### config.mk
export PLATFORM = sky130hd
export DESIGN_NAME = lcd_scanout
export DESIGN_NICKNAME = d
export VERILOG_FILES = /design/src/rtl/z88_video_pkg.sv /design/src/rtl/vga_timing.sv /design/src/rtl/lcd_scanout.sv
export SDC_FILE = /design/constraint.sdc
export NUM_CORES = 1
export LEC_CHECK = 0
export ABC_AREA = 1
export CORE_ASPECT_RATIO = 1.75
export CORE_UTILIZATION = 42
export CTS_BUF_LIST = sky130_fd_sc_hd__clkbuf_2
export CTS_CLUSTER_DIAMETER = 30
export DETAILED_ROUTE_END_ITERATION = 7
export PLACE_DENSITY = 0.73
export SYNTH_ARGS = -nofsm -noshare
export SYNTH_HDL_FRONTEND = slang
export SYNTH_SLANG_ARGS = --single-unit
### constraint.sdc
create_clock -name mck -period 2 [get_ports mck]
set_input_delay 0.3 -clock mck [delete_from_list [all_inputs] [get_ports mck]]
set_output_delay 0.3 -clock mck [all_outputs]
set_load 0.05 [all_outputs]
### src/rtl/z88_video_pkg.sv
// z88_video_pkg: shared VGA timing, LCD window geometry, colours and VRAM address type
package z88_video_pkg;

    localparam logic [9:0] H_ACTIVE = 10'd640;
    localparam logic [9:0] H_FP     = 10'd16;
    localparam logic [9:0] H_SYNC   = 10'd96;
    localparam logic [9:0] H_BP     = 10'd48;
    localparam logic [9:0] H_TOTAL  = H_ACTIVE + H_FP + H_SYNC + H_BP;

    localparam logic [9:0] V_ACTIVE = 10'd480;
    localparam logic [9:0] V_FP     = 10'd10;
    localparam logic [9:0] V_SYNC   = 10'd2;
    localparam logic [9:0] V_BP     = 10'd33;
    localparam logic [9:0] V_TOTAL  = V_ACTIVE + V_FP + V_SYNC + V_BP;

    localparam int         V_SCALE_LOG2 = 2;
    localparam logic [9:0] V_TOP        = 10'd112;
    localparam logic [9:0] LCD_LINES    = 10'd64;
    localparam logic [7:0] LCD_NIBBLES  = 8'd160;
    localparam logic [9:0] V_BOT        = V_TOP + (LCD_LINES << V_SCALE_LOG2);

    localparam logic [11:0] RGB_LIT   = 12'h113;
    localparam logic [11:0] RGB_UNLIT = 12'hADB;
    localparam logic [11:0] RGB_BLANK = 12'h000;

    typedef logic [13:0] vram_addr_t;

    // LCD line shown on display row v (caller guarantees v is inside the window)
    function automatic logic [5:0] lcd_line(input logic [9:0] v);
        return 6'((v - V_TOP) >> V_SCALE_LOG2);
    endfunction

endpackage

### src/rtl/vga_timing.sv
// vga_timing: 640x480@60 raster counters with registered syncs, active-video and start-of-frame
module vga_timing
    import z88_video_pkg::*;
(
    input  logic       clk_i,
    input  logic       rst_ni,
    input  logic       ce_i,
    output logic [9:0] hcnt_o,
    output logic [9:0] vcnt_o,
    output logic       hsync_n_o,
    output logic       vsync_n_o,
    output logic       de_o,
    output logic       sof_o
);

    logic [9:0] hcnt_q, hcnt_d, vcnt_q, vcnt_d;
    logic       hsync_n_q, vsync_n_q, de_q, sof_q;

    // Next raster position: hcnt wraps every line, vcnt steps only on that wrap
    always_comb begin
        hcnt_d = (hcnt_q == H_TOTAL - 10'd1) ? '0 : hcnt_q + 10'd1;
        vcnt_d = (hcnt_q != H_TOTAL - 10'd1) ? vcnt_q :
                 (vcnt_q == V_TOTAL - 10'd1) ? '0 : vcnt_q + 10'd1;
    end

    // Outputs describe the position held at this enable, so they trail the counters by one ce
    always_ff @(posedge clk_i or negedge rst_ni) begin
        if (!rst_ni) begin
            hcnt_q    <= '0;
            vcnt_q    <= '0;
            hsync_n_q <= 1'b1;
            vsync_n_q <= 1'b1;
            de_q      <= 1'b0;
            sof_q     <= 1'b0;
        end else if (ce_i) begin
            hcnt_q    <= hcnt_d;
            vcnt_q    <= vcnt_d;
            hsync_n_q <= !(hcnt_q >= H_ACTIVE + H_FP && hcnt_q < H_ACTIVE + H_FP + H_SYNC);
            vsync_n_q <= !(vcnt_q >= V_ACTIVE + V_FP && vcnt_q < V_ACTIVE + V_FP + V_SYNC);
            de_q      <= hcnt_q < H_ACTIVE && vcnt_q < V_ACTIVE;
            sof_q     <= hcnt_q == '0 && vcnt_q == '0;
        end
    end

    assign hcnt_o    = hcnt_q;
    assign vcnt_o    = vcnt_q;
    assign hsync_n_o = hsync_n_q;
    assign vsync_n_o = vsync_n_q;
    assign de_o      = de_q;
    assign sof_o     = sof_q;

endmodule

### src/rtl/lcd_scanout.sv
// lcd_scanout: scans the Z88 nibble VRAM out as a 4x-scaled centred window on 640x480 video (LCD_COLOR_EN adds rgb)
module lcd_scanout
    import z88_video_pkg::*;
(
    input  logic        mck,
    input  logic        rin_n,
    input  logic        pix_ce,
    input  logic        lcdon,
    output logic [13:0] vram_a,
    input  logic [3:0]  vram_di,
    output logic        hsync_n,
    output logic        vsync_n,
    output logic        de,
    output logic        pix,
`ifdef LCD_COLOR_EN
    output logic [11:0] rgb,
`endif
    output logic        sof
);

    logic [9:0] hcnt, vcnt, vnext;
    logic       in_cur, in_next, fetch_first, fetch_run, vis, pix_d, pix_q;
    vram_addr_t vram_a_q, vram_a_d;
    logic [3:0] buf_q, buf_d, shift_q, shift_d;
`ifdef LCD_COLOR_EN
    logic [11:0] rgb_q, rgb_d;
`endif

    vga_timing u_timing (
        .clk_i     (mck),
        .rst_ni    (rin_n),
        .ce_i      (pix_ce),
        .hcnt_o    (hcnt),
        .vcnt_o    (vcnt),
        .hsync_n_o (hsync_n),
        .vsync_n_o (vsync_n),
        .de_o      (de),
        .sof_o     (sof)
    );

    // Nibble k is addressed two ces before its first pixel, latched one ce before, shifted out from 4k
    always_comb begin
        vnext       = (vcnt == V_TOTAL - 10'd1) ? '0 : vcnt + 10'd1;
        in_cur      = vcnt >= V_TOP && vcnt < V_BOT;
        in_next     = vnext >= V_TOP && vnext < V_BOT;
        fetch_first = hcnt == H_TOTAL - 10'd2 && in_next;
        fetch_run   = hcnt[1:0] == 2'd2 && hcnt[9:2] < LCD_NIBBLES - 8'd1 && in_cur;
        vram_a_d    = fetch_first ? {lcd_line(vnext), 8'd0} :
                      fetch_run   ? {lcd_line(vcnt), hcnt[9:2] + 8'd1} : vram_a_q;
        buf_d       = hcnt[1:0] == 2'd3 ? vram_di : buf_q;
        shift_d     = hcnt[1:0] == 2'd0 ? buf_q : shift_q;
        vis         = in_cur && hcnt < H_ACTIVE;
        pix_d       = vis && lcdon && (hcnt[1:0] == 2'd0 ? buf_q[3] : shift_q[~hcnt[1:0]]);
`ifdef LCD_COLOR_EN
        rgb_d       = !vis ? RGB_BLANK : pix_d ? RGB_LIT : RGB_UNLIT;
`endif
    end

    // Fetch address, nibble buffer, shifter and pixel outputs advance only on pixel enables
    always_ff @(posedge mck or negedge rin_n) begin
        if (!rin_n) begin
            vram_a_q <= '0;
            buf_q    <= '0;
            shift_q  <= '0;
            pix_q    <= 1'b0;
`ifdef LCD_COLOR_EN
            rgb_q    <= RGB_BLANK;
`endif
        end else if (pix_ce) begin
            vram_a_q <= vram_a_d;
            buf_q    <= buf_d;
            shift_q  <= shift_d;
            pix_q    <= pix_d;
`ifdef LCD_COLOR_EN
            rgb_q    <= rgb_d;
`endif
        end
    end

    assign vram_a = vram_a_q;
    assign pix    = pix_q;
`ifdef LCD_COLOR_EN
    assign rgb    = rgb_q;
`endif

endmodule

==> metrics.txt <==
most used flip-flop cell after synthesis dfrtp_1; M3 GR Usage 0.03243; Setup Crit Path Kind flop to flop; combinational fraction of design power 0.366; leakage power between 2 and 2.5 nW; average wire length per cell after detail routing about 15 um; antenna cells 0; total overflow reported by the global router 0; Final GP Congestion ~0.89; final critical delay including setup and external delays ~2.2 ns; kind of end point of the critical path flop; path class of the lowest-slack min-delay path primary input to asynchronous set/reset pin; unrepaired setup endpoints after global routing yes; met1 global-route usage 0.2320; area share of xor/xnor cells in the synthesized design 0.02239; proportion of synthesized chip area in sequential cells 0.4305; H-tree lvl count 2; Clock Tree Root clkbuf_2; Inserted Clock Buffers 5; worst-case vdd ir drop roughly 600 uV; Async SR Flop Fraction 1.000; sinks on the clock net 47; proportion of power drawn by flip-flops and latches 0.478; switching power as a share of total power 0.3917; switching power of the nets slightly above 1 mW; most crowded layer after global routing met2; Crit. Startpoint u_timing.vcnt_o[1]; GR Util All Layers 0.2388; latest clock arrival within the worst-skew pair ~0.45 ns; post-route DRC violation count 0; Syn-to-layout area delta 42.60%; area share of the leading cell type in the synthesized netlist 0.4113; gate count after technology mapping 355; Vias roughly 2800; global-route wire length before repair roughly 12000 um; router iterations before antenna repair 4; routed wire length between 8000 and 9000 um; starting DRC count in detailed routing 147; Compound-Gate Fraction of Synth Area 0.1220; Initial Utilization 0.4395; proportion of power drawn by the clock network 0.156; combinational family with the most area after synthesis simple AND/OR/NAND/NOR gates; Simple-Gate Fraction of Synth Area 0.3012; number of global-route vias before repair ~2800; share of final-layout standard cells stronger than drive strength 1 0.3407; post-synthesis share of cell area spent on full adders, half adders and majority gates 0.03656; die area just under 7000 sq um; critical-path maximum fanout 3; Max Cap Viol 0; leading cell type by number of instances after synthesis nand2_1; die extent in y ~110 um; Detail Route Antenna Nets 0; horizontal extent of the die 63.03 um; count of final max-slew check failures 0; estimated wirelength of the detail-placed design 5623 um; Avg Cell Area, Syn 7.712 sq um; cell type with the highest aggregate area in the netlist dfrtp_1; number of antenna violations at the first check in global routing 0; Synth top cells by count nand2_1, dfrtp_1, inv_1; violations in the final reports setup timing; number of core rows 38; startpoint kind of the worst setup timing path flop; cell area power density approximately 670 nW/um^2; buffer depth of the longest clock path 2; post-route clock skew a little under 0.03 ns; Slew headroom 0.6523; layout net count 470; data required time of the critical path approximately 2.4 ns; met2 Track Usage GR 0.4539; number of register bits inferred by synthesis between 40 and 50; port bufs 26; final hold viol count 0; multiplexer share of the synthesized area 0; period utilization 1.102; number of placed I/O pins 27; Achievable Freq between 400 and 500 MHz; final worst hold slack ~0.31 ns; CP arrival ~2.6 ns; Yosys cell types 38; combined area of all synthesized cells 2738 sq um; TritonCTS clock tree done; transition time at the pin with the least slew margin 0.5216 ns; EDFF count, synth 0; number of synthesis warnings 0; core outline area 6228 sq um; via-per-instance ratio about 5.3; internal cell power around 1.6 mW; synthesized net count roughly 370; Setup Viol. Count Final 14; outcome complete, but fails checks; worst setup slack after layout -0.2031 ns; clock input transition at the sequential cells of the worst setup and hold paths roughly 0.25 ns; pin count of the biggest net entering global routing 23; post-place setup slack -0.1930 ns; top area cells in the synthesized netlist dfrtp_1, nand2_1, nand3_1, o21ai_0, inv_1; launch instance of the worst register-to-register path u_timing.vcnt_o[1]
==> cell families (layout without fill, tap and decap cells) <==
kind of cell / count (synthesis) / count (layout)
adders and majority gates: 8 / 8
xor gates and xnor gates: 7 / 7
AOI/OAI and AO/OA: 54 / 54
DFF: 47 / 47
buffers and inverters: 55 / 155
and+or+nand+nor: 184 / 184
==> power by group through the flow <==
stage / logic (mW) / registers (mW) / clock network, mW
global placement: 0.910 / 1.25 / 0
finish: 0.950 / 1.24 / 0.404
detailed placement: 0.932 / 1.26 / 0
global route: 1.06 / 1.26 / 0.442
CTS: 0.936 / 1.24 / 0.415
floorplan: 0.542 / 1.24 / 0
==> final cells by class <==
class	instances	area (sq um)
multi-input combinational	253	1508
clock buffer	6	30.03
timing repair inverter	2	15.01
sequential	47	1187
tap	80	100.1
timing repair buffer	102	889.6
inverter	43	166.4
fill	515	2325
clock inverter	2	7.507
==> critical path: stages, from the launching register on <==
cell	delay [ns]
dfrtp_2	0.50
inv_2	0.09
ha_4	0.13
nand2_2	0.07
nor3_2	0.15
nand2_1	0.10
nand2_2	0.09
nor2_4	0.06
nor3_4	0.24
nand2_2	0.11
nand2_2	0.08
nand2_2	0.08
ha_4	0.16
xor2_1	0.16
o21ai_2	0.12
==> worst paths after layout <==
| path | depth (start not counted) | slack (ns) | endpoint |
|---|---|---|---|
| min in group mck | 3 | 0.42 | buf_q[1] |
| setup / recovery | 14 | -0.20 | vram_a[12] |
| hold / removal | 2 | 0.31 | u_timing.de_o |
| max in group asynchronous | 3 | 1.00 | u_timing.hsync_n_o |
| hold reg to reg | 2 | 0.50 | vram_a[9] |
| setup reg to reg | 14 | -0.20 | vram_a[12] |
==> state kept, by name, indices dropped and copies added, names as in the netlist <==
name / count
vram_a: 14
u_timing.hcnt_o: 10
u_timing.vcnt_o: 10
buf_q: 4
shift_q: 4
pix: 1
u_timing.de_o: 1
u_timing.hsync_n_o: 1
u_timing.sof_o: 1
u_timing.vsync_n_o: 1
==> routing by layer <==
layer  up-vias  wire length, um
met5         -                0
met4         0              484
met3        34              276
met2        81             4466
met1      1355             2917
li1       1352                -
==> repair_timing <==
item,CTS,global route
pin swaps,9,27
endpoints found under the setup margin,17,26
buffers inserted,7,10
endpoints found under the hold margin,19,0
gates resized for setup,26,57
gates cloned,1,1
hold buffers,1,0
==> per-stage QoR <==
step,setup TNS (ns),cells,power [mW],util,area (sq um)
after global placement,-1.385,508,2.158,0.5569,3468
after floorplan,-0.03147,355,1.786,-,2750
after CTS,-1.499,525,2.589,0.5856,3647
after detailed placement,-1.708,508,2.189,0.5569,3468
after global routing,-3.065,535,2.756,0.6268,3904
final,-1.747,535,2.598,0.6268,3904
==> layout by cell type, fill, tap and decap left out, types with 2 or more instances in the layout <==
master	n
a21oi_1	8
buf_4	69
buf_6	6
clkbuf_2	6
clkdlybuf4s50_1	8
clkinv_1	3
clkinv_4	2
dfrtp_1	38
dfrtp_2	7
dfstp_2	2
dlygate4sd2_1	3
dlymetal6s2s_1	13
ha_1	5
ha_4	3
inv_1	36
inv_2	5
nand2_1	79
nand2_2	19
nand3_1	26
nand3_2	4
nand4_1	8
nor2_1	23
nor2_2	5
nor2_4	4
nor3_1	6
nor3_2	2
nor3_4	2
nor4_1	2
o21ai_0	26
o21ai_2	8
o21ai_4	3
xor2_1	7
Power figures use the tool's default switching activity.
